[src/rtl/rgb_de_capture_if.sv]
// rtl/rgb_de_capture_if.sv - DE-mode RGB666 input and frame-buffer write port bundle
//
// Groups the parallel video input with the frame-buffer write port.
//   master : video source / frame-buffer side (drives vid_*, receives wr_*)
//   slave  : capture block (receives vid_*, drives wr_*)
// Signals:
//   vid_de            data enable
//   vid_r/vid_g/vid_b 6-bit colour components
//   wr_en             frame-buffer write strobe
//   wr_addr           pixel address, y*H_ACTIVE+x
//   wr_data           RGB565 pixel
interface rgb_de_capture_if #(
   parameter int ADDR_W = 19
);
   logic              vid_de;
   logic [5:0]        vid_r;
   logic [5:0]        vid_g;
   logic [5:0]        vid_b;
   logic              wr_en;
   logic [ADDR_W-1:0] wr_addr;
   logic [15:0]       wr_data;

   modport master (
      output vid_de, vid_r, vid_g, vid_b,
      input  wr_en, wr_addr, wr_data
   );

   modport slave (
      input  vid_de, vid_r, vid_g, vid_b,
      output wr_en, wr_addr, wr_data
   );
endinterface

[src/rtl/rgb_de_capture.sv]
// rtl/rgb_de_capture.sv - DE-mode RGB666 capture with geometry measurement
//
// Samples DE-only parallel video, finds frame boundaries from the length of
// DE-low gaps, converts pixels to RGB565 and issues row-major frame-buffer
// writes. Measures line width / frame height and reports lock and errors.
// Ports:
//   clk          pixel clock, rising edge
//   rst          synchronous reset, active-high
//   capture_en   enables writes for a frame, sampled at frame start
//   bus          slave side of rgb_de_capture_if (vid_* in, wr_* out)
//   frame_start  one-cycle pulse on the first pixel of a frame
//   frame_done   one-cycle pulse when vertical blanking is recognised
//   meas_width   DE run length of the last line (saturating)
//   meas_height  line count of the last frame (saturating)
//   locked       last frame was exactly H_ACTIVE x V_ACTIVE
//   err          one-cycle pulse on a geometry violation
module rgb_de_capture #(
   parameter int H_ACTIVE   = 800,
   parameter int V_ACTIVE   = 480,
   parameter int VBLANK_MIN = 2048,
   parameter int ADDR_W     = 19
) (
   input  logic              clk,
   input  logic              rst,
   input  logic              capture_en,
   rgb_de_capture_if.slave   bus,
   output logic              frame_start,
   output logic              frame_done,
   output logic [11:0]       meas_width,
   output logic [11:0]       meas_height,
   output logic              locked,
   output logic              err
);

   localparam int                GAP_W    = $clog2(VBLANK_MIN + 1);
   localparam logic [GAP_W-1:0]  GAP_MAX  = GAP_W'(VBLANK_MIN);
   localparam logic [11:0]       H_W      = 12'(H_ACTIVE);
   localparam logic [11:0]       V_H      = 12'(V_ACTIVE);
   localparam logic [11:0]       SAT12    = 12'hFFF;
   localparam logic [ADDR_W-1:0] H_STRIDE = ADDR_W'(H_ACTIVE);

   typedef enum logic [1:0] {
      SEARCH,
      WAIT_FRAME,
      LINE,
      HBLANK
   } state_t;

   state_t state, state_nxt;

   // stage s1: registered video input
   logic       s1_de;
   logic [5:0] s1_r, s1_g, s1_b;

   logic [GAP_W-1:0]  gap, gap_nxt;
   logic [11:0]       x, x_nxt;
   logic [11:0]       y, y_nxt;
   logic [11:0]       run, run_nxt;
   logic [ADDR_W-1:0] addr, addr_nxt;
   logic [ADDR_W-1:0] row_base, row_base_nxt;
   logic              cap_act, cap_act_nxt;
   logic              frame_bad, frame_bad_nxt;

   // stage s2: output registers
   logic              wr_en_q, wr_en_nxt;
   logic [ADDR_W-1:0] wr_addr_q, wr_addr_nxt;
   logic [15:0]       wr_data_q, wr_data_nxt;
   logic              frame_start_nxt, frame_done_nxt, err_nxt, locked_nxt;
   logic [11:0]       meas_width_nxt, meas_height_nxt;

   logic              vblank;
   logic              pix;

   // RGB565 drops the colour LSBs of red and blue
   wire unused_lsbs = s1_r[0] ^ s1_b[0];

   assign bus.wr_en   = wr_en_q;
   assign bus.wr_addr = wr_addr_q;
   assign bus.wr_data = wr_data_q;

   always_comb begin
      state_nxt       = state;
      gap_nxt         = gap;
      x_nxt           = x;
      y_nxt           = y;
      run_nxt         = run;
      addr_nxt        = addr;
      row_base_nxt    = row_base;
      cap_act_nxt     = cap_act;
      frame_bad_nxt   = frame_bad;
      wr_en_nxt       = 1'b0;
      wr_addr_nxt     = wr_addr_q;
      wr_data_nxt     = wr_data_q;
      frame_start_nxt = 1'b0;
      frame_done_nxt  = 1'b0;
      err_nxt         = 1'b0;
      locked_nxt      = locked;
      meas_width_nxt  = meas_width;
      meas_height_nxt = meas_height;
      pix             = 1'b0;

      if (s1_de) begin
         gap_nxt = '0;
      end else if (gap != GAP_MAX) begin
         gap_nxt = gap + GAP_W'(1);
      end
      // Qualified by DE low so a DE rise right after a full gap is never
      // swallowed by the blanking decision.
      vblank = !s1_de && (gap_nxt == GAP_MAX);

      case (state)
         SEARCH: begin
            if (vblank) begin
               state_nxt = WAIT_FRAME;
            end
         end
         WAIT_FRAME: begin
            // only entered on a DE-low cycle, so DE high here is a rising edge
            if (s1_de) begin
               frame_start_nxt = 1'b1;
               x_nxt           = '0;
               y_nxt           = '0;
               run_nxt         = '0;
               addr_nxt        = '0;
               row_base_nxt    = '0;
               cap_act_nxt     = capture_en;
               frame_bad_nxt   = 1'b0;
               pix             = 1'b1;
               state_nxt       = LINE;
            end
         end
         LINE: begin
            if (s1_de) begin
               pix = 1'b1;
            end else begin
               meas_width_nxt = run;
               if (run != H_W) begin
                  err_nxt       = 1'b1;
                  frame_bad_nxt = 1'b1;
               end
               if (y != SAT12) begin
                  y_nxt = y + 12'd1;
               end
               x_nxt        = '0;
               run_nxt      = '0;
               // rebase on the row stride so long/short lines never skew rows
               row_base_nxt = row_base + H_STRIDE;
               addr_nxt     = row_base + H_STRIDE;
               state_nxt    = HBLANK;
            end
         end
         HBLANK: begin
            if (vblank) begin
               meas_height_nxt = y;
               if (y != V_H) begin
                  err_nxt = 1'b1;
               end
               frame_done_nxt = 1'b1;
               locked_nxt     = !frame_bad && (y == V_H);
               frame_bad_nxt  = 1'b0;
               state_nxt      = WAIT_FRAME;
            end else if (s1_de) begin
               pix       = 1'b1;
               state_nxt = LINE;
            end
         end
         default: state_nxt = SEARCH;
      endcase

      // pixel accept uses the already-updated x/y/addr so the first pixel of
      // a frame or line is handled in the same cycle as the DE rise
      if (pix) begin
         if (run_nxt != SAT12) begin
            run_nxt = run_nxt + 12'd1;
         end
         if ((x_nxt < H_W) && (y_nxt < V_H) && cap_act_nxt) begin
            wr_en_nxt   = 1'b1;
            wr_addr_nxt = addr_nxt;
            wr_data_nxt = {s1_r[5:1], s1_g, s1_b[5:1]};
            x_nxt       = x_nxt + 12'd1;
            addr_nxt    = addr_nxt + ADDR_W'(1);
         end
      end
   end

   always_ff @(posedge clk) begin
      if (rst) begin
         state       <= SEARCH;
         s1_de       <= 1'b0;
         s1_r        <= '0;
         s1_g        <= '0;
         s1_b        <= '0;
         gap         <= '0;
         x           <= '0;
         y           <= '0;
         run         <= '0;
         addr        <= '0;
         row_base    <= '0;
         cap_act     <= 1'b0;
         frame_bad   <= 1'b0;
         wr_en_q     <= 1'b0;
         wr_addr_q   <= '0;
         wr_data_q   <= '0;
         frame_start <= 1'b0;
         frame_done  <= 1'b0;
         meas_width  <= '0;
         meas_height <= '0;
         locked      <= 1'b0;
         err         <= 1'b0;
      end else begin
         state       <= state_nxt;
         s1_de       <= bus.vid_de;
         s1_r        <= bus.vid_r;
         s1_g        <= bus.vid_g;
         s1_b        <= bus.vid_b;
         gap         <= gap_nxt;
         x           <= x_nxt;
         y           <= y_nxt;
         run         <= run_nxt;
         addr        <= addr_nxt;
         row_base    <= row_base_nxt;
         cap_act     <= cap_act_nxt;
         frame_bad   <= frame_bad_nxt;
         wr_en_q     <= wr_en_nxt;
         wr_addr_q   <= wr_addr_nxt;
         wr_data_q   <= wr_data_nxt;
         frame_start <= frame_start_nxt;
         frame_done  <= frame_done_nxt;
         meas_width  <= meas_width_nxt;
         meas_height <= meas_height_nxt;
         locked      <= locked_nxt;
         err         <= err_nxt;
      end
   end

endmodule

[src/flat_wrapper.sv]
// flat-port wrapper written by rule: the top's interface ports become plain ports
module rgb_de_capture_flat 
#(
   parameter int H_ACTIVE   = 800,
   parameter int V_ACTIVE   = 480,
   parameter int VBLANK_MIN = 2048,
   parameter int ADDR_W     = 19
)
  (clk, rst, capture_en, frame_start, frame_done, meas_width, meas_height, locked, err, bus_vid_de, bus_vid_r, bus_vid_g, bus_vid_b, bus_wr_en, bus_wr_addr, bus_wr_data);
  rgb_de_capture_if #(.ADDR_W(ADDR_W)) bus_i ();
  input  logic clk;
  input  logic rst;
  input  logic capture_en;
  output logic frame_start;
  output logic frame_done;
  output logic [11:0] meas_width;
  output logic [11:0] meas_height;
  output logic locked;
  output logic err;
  input wire logic [$bits(bus_i.vid_de)-1:0] bus_vid_de;
  input wire logic [$bits(bus_i.vid_r)-1:0] bus_vid_r;
  input wire logic [$bits(bus_i.vid_g)-1:0] bus_vid_g;
  input wire logic [$bits(bus_i.vid_b)-1:0] bus_vid_b;
  output wire logic [$bits(bus_i.wr_en)-1:0] bus_wr_en;
  output wire logic [$bits(bus_i.wr_addr)-1:0] bus_wr_addr;
  output wire logic [$bits(bus_i.wr_data)-1:0] bus_wr_data;
  assign bus_i.vid_de = bus_vid_de;
  assign bus_i.vid_r = bus_vid_r;
  assign bus_i.vid_g = bus_vid_g;
  assign bus_i.vid_b = bus_vid_b;
  assign bus_wr_en = bus_i.wr_en;
  assign bus_wr_addr = bus_i.wr_addr;
  assign bus_wr_data = bus_i.wr_data;
  rgb_de_capture #(.H_ACTIVE(H_ACTIVE), .V_ACTIVE(V_ACTIVE), .VBLANK_MIN(VBLANK_MIN), .ADDR_W(ADDR_W)) u_core (.clk(clk), .rst(rst), .capture_en(capture_en), .bus(bus_i), .frame_start(frame_start), .frame_done(frame_done), .meas_width(meas_width), .meas_height(meas_height), .locked(locked), .err(err));
endmodule
[config.mk]
export PLATFORM = sky130hd
export DESIGN_NAME = rgb_de_capture_flat
export DESIGN_NICKNAME = d
export VERILOG_FILES = /design/src/rtl/rgb_de_capture_if.sv /design/src/rtl/rgb_de_capture.sv /design/src/flat_wrapper.sv
export SDC_FILE = /design/constraint.sdc
export NUM_CORES = 1
export LEC_CHECK = 0
export ABC_CLOCK_PERIOD_IN_PS = 5200
export CORE_ASPECT_RATIO = 1.2
export CORE_MARGIN = 10
export CORE_UTILIZATION = 61
export CTS_CLUSTER_DIAMETER = 50
export CTS_CLUSTER_SIZE = 24
export DETAILED_ROUTE_END_ITERATION = 7
export GPL_TIMING_DRIVEN = 0
export PLACE_DENSITY = 0.85
export SLEW_MARGIN = 40
export SYNTH_ARGS = -nofsm -noshare
export SYNTH_HDL_FRONTEND = slang
export SYNTH_SLANG_ARGS = --single-unit
[constraint.sdc]
create_clock -name clk -period 5.2 [get_ports clk]
set_clock_uncertainty 0.15 [all_clocks]
set_input_delay 1.3 -clock clk [delete_from_list [all_inputs] [get_ports clk]]
set_output_delay 1.3 -clock clk [all_outputs]
set_load 0.02 [all_outputs]
# Word-level counts from Yosys, hierarchy flattened

Cells that the tools add are included.

Add/subtract/negate cells: 6
Multipliers: 0
Div/mod/pow operators: 0
Magnitude comparators: 2
Equal/unequal tests: 15
Shift-type cells: 0
Mux-type cells: 46
Bitwise logic cells: 4
Reduce and logical (&&, ||, !) cells: 19

Operator list:

| operator                                                 | number |
|---|---|
| two-way mux 12 bit                                       | 13 |
| two-way mux 19 bit                                       | 6 |
| case mux 19 bit (2 select lines)                         | 2 |
| case mux 12 bit (2 select lines)                         | 3 |
| adder 12 x 1 -> 12 bit (second input constant)           | 4 |
| inequality test 12 bit (second input constant)           | 3 |
| adder 19 x 1 -> 19 bit (second input constant)           | 1 |
| adder 19 x 10 -> 19 bit (second input constant)          | 1 |
| two-way mux 1 bit                                        | 14 |
| == test 12 bit (second input constant)                   | 1 |
| == test 12 x 9 -> 1 bit (second input constant)          | 1 |
| < comparator 12 x 10 -> 1 bit (second input constant)    | 1 |
| < comparator 12 x 9 -> 1 bit (second input constant)     | 1 |
| inequality test 12 x 10 -> 1 bit (second input constant) | 1 |
| inequality test 12 x 9 -> 1 bit (second input constant)  | 1 |
| two-way mux 2 bit                                        | 4 |
| inequality test 2 x 1 -> 1 bit (second input constant)   | 4 |
| case mux 2 bit (4 select lines)                          | 1 |
| AND reduction 2 bit                                      | 4 |
| OR reduction 2 bit                                       | 4 |
| AND reduction 5 bit                                      | 1 |
| == test 2 bit (second input constant)                    | 2 |
| logical AND 1 bit                                        | 4 |
| inverter 1 bit                                           | 4 |
| 9 further kinds                                          | 11 |

Register bits: 173
Bits in latches: 0
Bits in writable memories: 0
Bits in read-only memories: 0
Input port bits: 22
Word-level logic and storage cells: 114
Memories kept: 0

# Logic depth before layout (Yosys ltp)

Gate-level depths: netlist (run 1).

Word-level depth: 9
Gate-level depth with buffers: 17
Gate-level depth less buffers: 14

# Worst setup path before layout (run 1)

OpenSTA, ideal clock, no wires.

Path kind: reg2reg
Start point: register u_core.state[0]
End point: register u_core.run[3]
Setup time: 0.124 ns
Data arrival time: 3.096 ns
Required time: 4.926 ns
Slack: 1.829 ns
Cell stages (with the launch flop): 18
Cells stage by stage: dfxtp_1 -> inv_1 -> ha_1 -> buf_2 -> buf_2 -> nand3_1 -> clkbuf_1 -> clkbuf_1 -> and2_1 -> ha_1 -> nand4_1 -> nor2_1 -> nand4_1 -> nor2b_1 -> clkbuf_1 -> nand4_1 -> xor2_1 -> nor2_1

Word-level cells in the longest chain between the ends: 5
Elaborated cells between the ends (all ways): 10
Classes of those cells: 1 x add/sub; 4 x eq/ne; 4 x mux; 1 x reduce/logical

RTL lines:

| element                                                          | line                                         | source |
|---|---|---|
| start: declaration                                               | rgb_de_capture.sv:49                         | `state_t state, state_nxt;` |
| start signal: assignment                                         | rgb_de_capture.sv:211                        | `state <= state_nxt;` |
| == test 2 bit or == test 2 x 1 -> 1 bit (tied branches)          | rgb_de_capture.sv:111                        | `case (state)` |
| case mux 12 bit (2 select lines)                                 | rgb_de_capture.sv:111                        |  |
| adder 12 x 1 -> 12 bit or inequality test 12 bit (tied branches) | rgb_de_capture.sv:174, rgb_de_capture.sv:173 |  |
| two-way mux 12 bit                                               | rgb_de_capture.sv:173                        | `if (run_nxt != SAT12) begin` |
| two-way mux 12 bit (*)                                           | rgb_de_capture.sv:172                        | `if (pix) begin` |
| end signal: assignment                                           | rgb_de_capture.sv:219                        | `run <= run_nxt;` |
| end: declaration                                                 | rgb_de_capture.sv:58                         | `logic [11:0] run, run_nxt;` |

Every way passes the cells marked *; elsewhere a longest branch is shown, timed or not.
A chain may end at the register's enable or synchronous reset.

# Final worst setup path (run 1)

Start point: register u_core.state[1]
End point: register u_core.run[3]

The elaborated chain is that of the path after synthesis.

==> run summary, run 1 <==
======================================================================================================
# fillers ...............................................................................          933
Part of the Yosys area used for sequential elements .....................................        0.422
Global Route Usage Sum ..................................................................        0.250
Die outline area ........................................................................    17900 µm²
Layout net count ........................................................................         1079
Power Dens Cells ........................................................................   341 nW/µm²
Number of distinct standard cells referenced by the synthesized netlist .................           79
Arrival time of the worst setup path ....................................................      4.73 ns
Final worst hold slack ..................................................................     0.288 ns
#FFs+latches synth ......................................................................          166
Area of the multi-input gates ...........................................................     4210 µm²
Async set-or-reset flop fraction in the synthesized netlist .............................            0
Register area ...........................................................................     3320 µm²
Clock tree from TritonCTS ...............................................................          yes
Antenna viol nets, final ................................................................            0
Number of buffers added for setup after CTS .............................................            0
Ratio of final minimum period to clock period ...........................................        0.879
Relative area change from synthesis to final layout .....................................        21.1%
Leakage dissipation .....................................................................   0.00338 µW
Ordered cell list for the critical path ................................................. inv_1 > ha_1 > buf_2 > buf_2 > nand3_1 > clkbuf_1 > clkbuf_1 > and2_1 > ha_1 > nand4_1 > nor2_1 > nand4_1 > nor2b_1 > clkbuf_1 > nand4_1 > xor2_1 > nor2_1
Routed via count divided by cell count ..................................................         6.18
Placement Cell Area .....................................................................     8920 µm²
Capturing element type of the critical path .............................................    flip-flop
Count of flip-flops with a built-in enable after synthesis ..............................            0
Commonest cells after routing, fill and taps aside ...................................... sky130_fd_sc_hd__dfxtp_1, sky130_fd_sc_hd__nand2_1, sky130_fd_sc_hd__nor2_1
Clock buffer depth ......................................................................            2
Placer's final routability congestion estimate ..........................................        0.946
HPWL Detailed ...........................................................................      15.5 mm
Wire length of the first global-routing pass ............................................      35.5 mm
Setup TNS ...............................................................................         0 ns
First DRT Iteration DRCs ................................................................          788
Fin. max-slew vios ......................................................................            0
Cell Area, Synth ........................................................................     7880 µm²
Worst Tran Pin Value ....................................................................     0.847 ns
Maximum cell stage delay along the critical path ........................................      0.49 ns
Peak supply drop ........................................................................       221 µV
Post-Synthesis Net Count ................................................................          975
Number of port buffers ..................................................................           83
Number of endpoints failing setup at the final stage ....................................            0
Root Driver ............................................................................. sky130_fd_sc_hd__clkbuf_16
Worst hold path depth ...................................................................            2
Global route overflow ...................................................................            0
Syn. warnings ...........................................................................            0
Clock transition at the register clock pins on the worst setup and hold paths after CTS .      0.06 ns
Fmax achieved ...........................................................................    0.219 GHz
H-tree depth reported by CTS ............................................................            4
Count of hold buffers inserted by post-cts repair .......................................            0
Io pins .................................................................................           86
Residual DRC ............................................................................            0
Initial antenna violation count .........................................................            0
Number of global-route vias before repair ...............................................         7064
Max_cap viols ...........................................................................            0
Aggregate routed wire length ............................................................      22.3 mm
Unrepaired setup endpoints after global routing .........................................           no
Routed wire length per instance .........................................................      18.3 µm
Maximum fanout count along the critical path ............................................           10
Endpoints failing hold ..................................................................            0
Inserted Clock Buffers ..................................................................           17
Antenna fix cells .......................................................................            0
Cell types with the largest area share after synthesis .................................. sky130_fd_sc_hd__dfxtp_1, sky130_fd_sc_hd__nand2_1, sky130_fd_sc_hd__nor2_1
Result of the run ....................................................................... finished, final reports clean
Layout cell share with drive strength beyond 1 ..........................................       0.0720
Number of optimization iterations in the first detailed-route pass ......................            6
Worst skew pair latency .................................................................      0.45 ns
Die width ...............................................................................       124 µm
Initial cell density of the core ........................................................        0.622
Primary FF master, synth ................................................................ sky130_fd_sc_hd__dfxtp_1
Cell taking the most area after synthesis ............................................... sky130_fd_sc_hd__dfxtp_1
Relative max-transition margin ..........................................................        0.435
Maximum number of pins on one net before global-route repair ............................           17
Leading cell type in the layout, fill and taps excluded ................................. sky130_fd_sc_hd__dfxtp_1
# clock sinks ...........................................................................          166
Type of the worst setup path ............................................................ flip-flop to flip-flop
Critical-path cell with the highest stage delay ......................................... sky130_fd_sc_hd__clkbuf_1
Die boundary height .....................................................................       144 µm
Number of resized instances in the post-cts repair step .................................            0
Worst reg2reg path depth ................................................................           17
Startpoint kind of the worst setup timing path ..........................................    flip-flop
Post-synthesis cell count ...............................................................          940
Total number of placement rows ..........................................................           45
Core Region .............................................................................    12700 µm²
Final period demand of the worst path ...................................................      4.57 ns
Fraction of synthesized cell area taken by the top area cell type .......................        0.422
Syn Area/Cell ...........................................................................     8.38 µm²
Type of the tightest min-delay check .................................................... flip-flop to flip-flop
Endpoint required time on the critical path .............................................      5.36 ns
Final Cell Area .........................................................................     9540 µm²
Via total after detailed routing ........................................................         7534
======================================================================================================
layout make-up:
cell class | count | share of cell area
multi-input cells | 692 | 0.441
flip-flops and latches | 166 | 0.348
repair buffers | 85 | 0.0881
clock buffers | 20 | 0.0458
plain buffers | 62 | 0.0294
well taps | 164 | 0.0215
clock inverters | 11 | 0.0182
inverters | 20 | 0.00787
state kept, by name, summed over array words and instances (netlist names), 12 cells and up:
signal	flops
u_core.addr	19
u_core.bus.wr_addr	19
u_core.bus.wr_data	16
u_core.row_base	14
u_core.gap	12
u_core.meas_height	12
u_core.meas_width	12
u_core.run	12
u_core.x	12
u_core.y	12
synth_stat cells (all sizes together), types with 5 or more instances:
cell type	number
a211oi	20
a21oi	69
a22oi	11
a311oi	8
and2	26
and3	9
and3b	5
and4	6
buf	29
clkbuf	33
dfxtp	166
ha	13
inv	20
mux2i	17
nand2	116
nand2b	8
nand3	29
nand4	24
nor2	96
nor2b	30
nor3	19
nor3b	9
nor4	14
nor4b	5
o211ai	5
o21a	6
o21ai	30
o311ai	5
o31ai	7
or2	6
or3	9
xnor2	16
xor2	12
worst paths after layout:
kind / from / end / slack (ns)
setup / recovery: u_core.state[1] / u_core.run[3] / 0.63
hold / removal: u_core.s1_b[4] / u_core.bus.wr_data[3] / 0.29
setup reg to reg: u_core.state[1] / u_core.run[3] / 0.63
hold reg to reg: u_core.s1_b[4] / u_core.bus.wr_data[3] / 0.29
power breakdown:
group,total (µW),switching (µW),leakage (µW),internal [µW]
logic,591,439,0.00173,152
registers,1330,23.7,0.00134,1300
clock network,1330,527,0.000299,805
total,3250,990,0.00338,2260
cells by family (layout without fill, tap and decap cells):
| logic type | after synthesis | in the layout | synth area share |
|---|---|---|---|
| buf+inv | 82 | 198 | 0.0451 |
| flops | 166 | 166 | 0.422 |
| simple gates | 425 | 425 | 0.279 |
| fa+ha+maj | 13 | 13 | 0.0206 |
| xor+xnor | 28 | 28 | 0.0311 |
| mux | 17 | 17 | 0.0216 |
| compound gates | 209 | 209 | 0.180 |
routing by layer:
layer	wire, µm	global-route usage	share of wire
met1	8830	0.291	0.40
met2	11000	0.426	0.50
met3	1660	0.0527	0.074
met4	760	0.121	0.034
met5	0	0	0
per-stage QoR:
stage | total power (µW) | std cells | utilization | worst slack (ns)
floorplan | 1720 | 940 | - | 1.83
global placement | 1910 | 1187 | 0.704 | 0.957
detailed placement | 1920 | 1187 | 0.704 | 0.856
CTS | 3230 | 1218 | 0.752 | 0.784
global route | 3330 | 1220 | 0.753 | 0.447
finish | 3250 | 1220 | 0.753 | 0.631
critical path, delay by kind of cell (launching register included):
kind,cells,cell delay [ns]
buffers and inverters,6,1.70
adders and majority gates,2,0.53
xor gates and xnor gates,1,0.19
and+or+nand+nor,8,1.44
DFF,1,0.43
Power figures use the tool's default switching activity.
==> run 2, diff against run 1 <==
CAP_MARGIN = 25   (was default)
SLEW_MARGIN = 20   (was 40)
==> run 2 against run 1 <==
Compared with the run above:
- clock power down 5%
- maximum frequency up 1.5%
- global-route usage down 0.64 points
- sequential share of layout area up 0.14 points
- first-iteration DRC count down 6.3%
- hold slack about the same
- via count down 1.4%
- final cell count down 0.16%
- non-clock buffer count down 2
- sequential power about the same
- combinational power down 0.7%
- highest routed layer unchanged
==> run summary, run 2 (synthesis results as in run 1) <==
======================================================================================================
Result of the run ....................................................................... finished, final reports clean
Worst reg2reg path depth ................................................................           17   unchanged
Initial antenna violation count .........................................................            0   unchanged
Clock transition at the register clock pins on the worst setup and hold paths after CTS .      0.07 ns   about the same
Ratio of final minimum period to clock period ...........................................        0.866   -0.0130
Number of optimization iterations in the first detailed-route pass ......................            6   unchanged
Fmax achieved ...........................................................................    0.222 GHz   +1.5%
Global-route track usage on met1 ........................................................        0.284   -0.00717
Arrival time of the worst setup path ....................................................      4.65 ns   -0.08 ns
H-tree depth reported by CTS ............................................................            4   unchanged
Leakage dissipation .....................................................................   0.00335 µW   -0.72%
Fin. max-slew vios ......................................................................            0   unchanged
Root Driver ............................................................................. sky130_fd_sc_hd__clkbuf_16
HPWL Detailed ...........................................................................      15.5 mm   +0.12%
Clock tree from TritonCTS ...............................................................          yes
Worst skew pair latency .................................................................      0.43 ns   -0.02 ns
# clock sinks ...........................................................................          166   unchanged
Core Region .............................................................................    12700 µm²   unchanged
Type of the worst setup path ............................................................ flip-flop to flip-flop
Initial cell density of the core ........................................................        0.622   unchanged
Routed via count divided by cell count ..................................................         6.10   -1.2%
Startpoint kind of the worst setup timing path ..........................................    flip-flop
Number of endpoints failing setup at the final stage ....................................            0   unchanged
Worst Tran Pin Value ....................................................................      1.06 ns   +0.214 ns
Commonest cells after routing, fill and taps aside ...................................... sky130_fd_sc_hd__dfxtp_1, sky130_fd_sc_hd__nand2_1, sky130_fd_sc_hd__nor2_1
Layer with the highest usage after global routing .......................................         met2
Layout net count ........................................................................         1077   -0.19%
First DRT Iteration DRCs ................................................................          738   -6.3%
Placer's final routability congestion estimate ..........................................        0.946   unchanged
Terminus of the critical flop-to-flop path .............................................. u_core.run[3]
Count of hold buffers inserted by post-cts repair .......................................            0   unchanged
Capturing element type of the critical path .............................................    flip-flop
Total number of placement rows ..........................................................           45   unchanged
Via total after detailed routing ........................................................         7429   -1.4%
Reg-to-reg setup timing slack ...........................................................      0.70 ns   +0.07 ns
Number of port buffers ..................................................................           83   unchanged
Relative max-transition margin ..........................................................        0.286   -0.149
Number of resized instances in the post-cts repair step .................................            0   unchanged
Worst hold path depth ...................................................................            2   unchanged
Hold wc startpoint ...................................................................... u_core.s1_b[4]
Crit path max-delay family .............................................................. buffers and inverters
Clock buffer depth ......................................................................            2   unchanged
Endpoints failing hold ..................................................................            0   unchanged
Wire length of the first global-routing pass ............................................      34.8 mm   -2.2%
Global Route Usage Sum ..................................................................        0.244   -0.00643
Global-route track usage on met3 ........................................................       0.0573   +0.00468
Maximum fanout count along the critical path ............................................           10   unchanged
Die width ...............................................................................       124 µm   unchanged
Final period demand of the worst path ...................................................      4.50 ns   -0.0676 ns
Inserted Clock Buffers ..................................................................           17   unchanged
Reg-to-reg critical path startpoint ..................................................... u_core.state[1]
Max_cap viols ...........................................................................            0   unchanged
Aggregate routed wire length ............................................................      22.0 mm   -1.2%
Number of buffers added for setup after CTS .............................................            0   unchanged
Layout cell share with drive strength beyond 1 ..........................................       0.0693   -0.00271
Relative area change from synthesis to final layout .....................................        20.6%
Leading cell type in the layout, fill and taps excluded ................................. sky130_fd_sc_hd__dfxtp_1
Residual DRC ............................................................................            0   unchanged
Number of global-route vias before repair ...............................................         6978   -1.2%
Maximum number of pins on one net before global-route repair ............................           17   unchanged
Endpoint required time on the critical path .............................................      5.35 ns   about the same
Maximum cell stage delay along the critical path ........................................      0.48 ns   about the same
Peak supply drop ........................................................................       223 µV   +0.61%
Die outline area ........................................................................    17900 µm²   unchanged
Antenna viol nets, final ................................................................            0   unchanged
Antenna fix cells .......................................................................            0   unchanged
Setup TNS ...............................................................................         0 ns   unchanged
Ordered cell list for the critical path ................................................. inv_1 > ha_1 > buf_2 > buf_2 > nand3_1 > clkbuf_1 > clkbuf_1 > and2_1 > ha_1 > nand4_1 > nor2_1 > nand4_1 > nor2b_1 > clkbuf_1 > nand4_1 > xor2_1 > nor2_1
Worst Path Buf+Inv ......................................................................            6   unchanged
End point of the worst hold path ........................................................ u_core.bus.wr_data[3]
Io pins .................................................................................           86   unchanged
Fraction of the core area covered by cells at the end of the flow .......................        0.750   -0.00306
GR Util met2 ............................................................................        0.419   -0.00726
Type of the tightest min-delay check .................................................... flip-flop to flip-flop
Critical-path cell with the highest stage delay ......................................... sky130_fd_sc_hd__clkbuf_1
Die boundary height .....................................................................       144 µm   unchanged
Routed wire length per instance .........................................................      18.1 µm   -1.1%
Global route overflow ...................................................................            0   unchanged
Power Dens Cells ........................................................................   335 nW/µm²   -1.5%
Unrepaired setup endpoints after global routing .........................................           no
======================================================================================================
==> run 2: changes by cell type in the layout (fill, tap and decap cells not counted), sizes merged <==
cell | before | now
clkbuf | 55 | 53
inv | 23 | 22
clkinvlp | 0 | 1
bufinv | 4 | 3
clkinv | 4 | 5
==> run 2: worst reg2reg max path, delay by kind of cell, from the launching register on <==
| family | cells | cell delay [ns] |
|---|---|---|
| buf+inv | 6 | 1.69 |
| simple gates | 8 | 1.42 |
| fa+ha+maj | 2 | 0.52 |
| flops | 1 | 0.42 |
| xor+xnor | 1 | 0.19 |
==> run 2: where the power goes <==
group          leakage [µW]  total, µW  switching (µW)  internal [µW]
Clock              0.000285       1270             518            756
Combinational       0.00172        587             435            152
Sequential          0.00134       1330            23.5           1300
==> run 2: layout make-up <==
type	instances	area (µm²)
Multi-Input combinational cell	692	4200
Sequential cell	166	3320
Fill cell	953	3170
Timing Repair Buffer	83	831
Clock buffer	20	437
Buffer	62	280
Tap cell	164	205
Clock inverter	11	151
Inverter	20	75.1
==> run 2: worst max path at each step <==
stage / start / end / slack (ns) / depth (start not counted)
final: u_core.state[1] / u_core.run[3] / 0.70 / 17
after global routing: u_core.state[1] / u_core.run[3] / 0.44 / 17
after CTS: u_core.state[1] / u_core.run[3] / 0.77 / 17
after detailed placement: u_core.state[1] / u_core.run[4] / 0.85 / 17
after global placement: u_core.state[1] / u_core.run[4] / 0.96 / 17
after floorplan: u_core.state[0] / u_core.run[3] / 1.83 / 17
==> run 2: stage by stage <==
stage	total power (µW)	std cells	hold slack [ns]	setup WS, ns	area, µm²
finish	3190	1218	0.287	0.698	9500
global placement	1910	1187	0.270	0.957	8910
CTS	3170	1218	0.289	0.766	9500
global route	3280	1218	0.304	0.445	9500
floorplan	1720	940	0.267	1.83	7880
detailed placement	1910	1187	0.280	0.852	8910
==> run 2: per-layer routing <==
| layer | share of wire | up-vias |
|---|---|---|
| met5 | 0 | - |
| li1 | - | 3569 |
| met2 | 0.49 | 304 |
| met3 | 0.077 | 60 |
| met1 | 0.40 | 3496 |
| met4 | 0.027 | 0 |
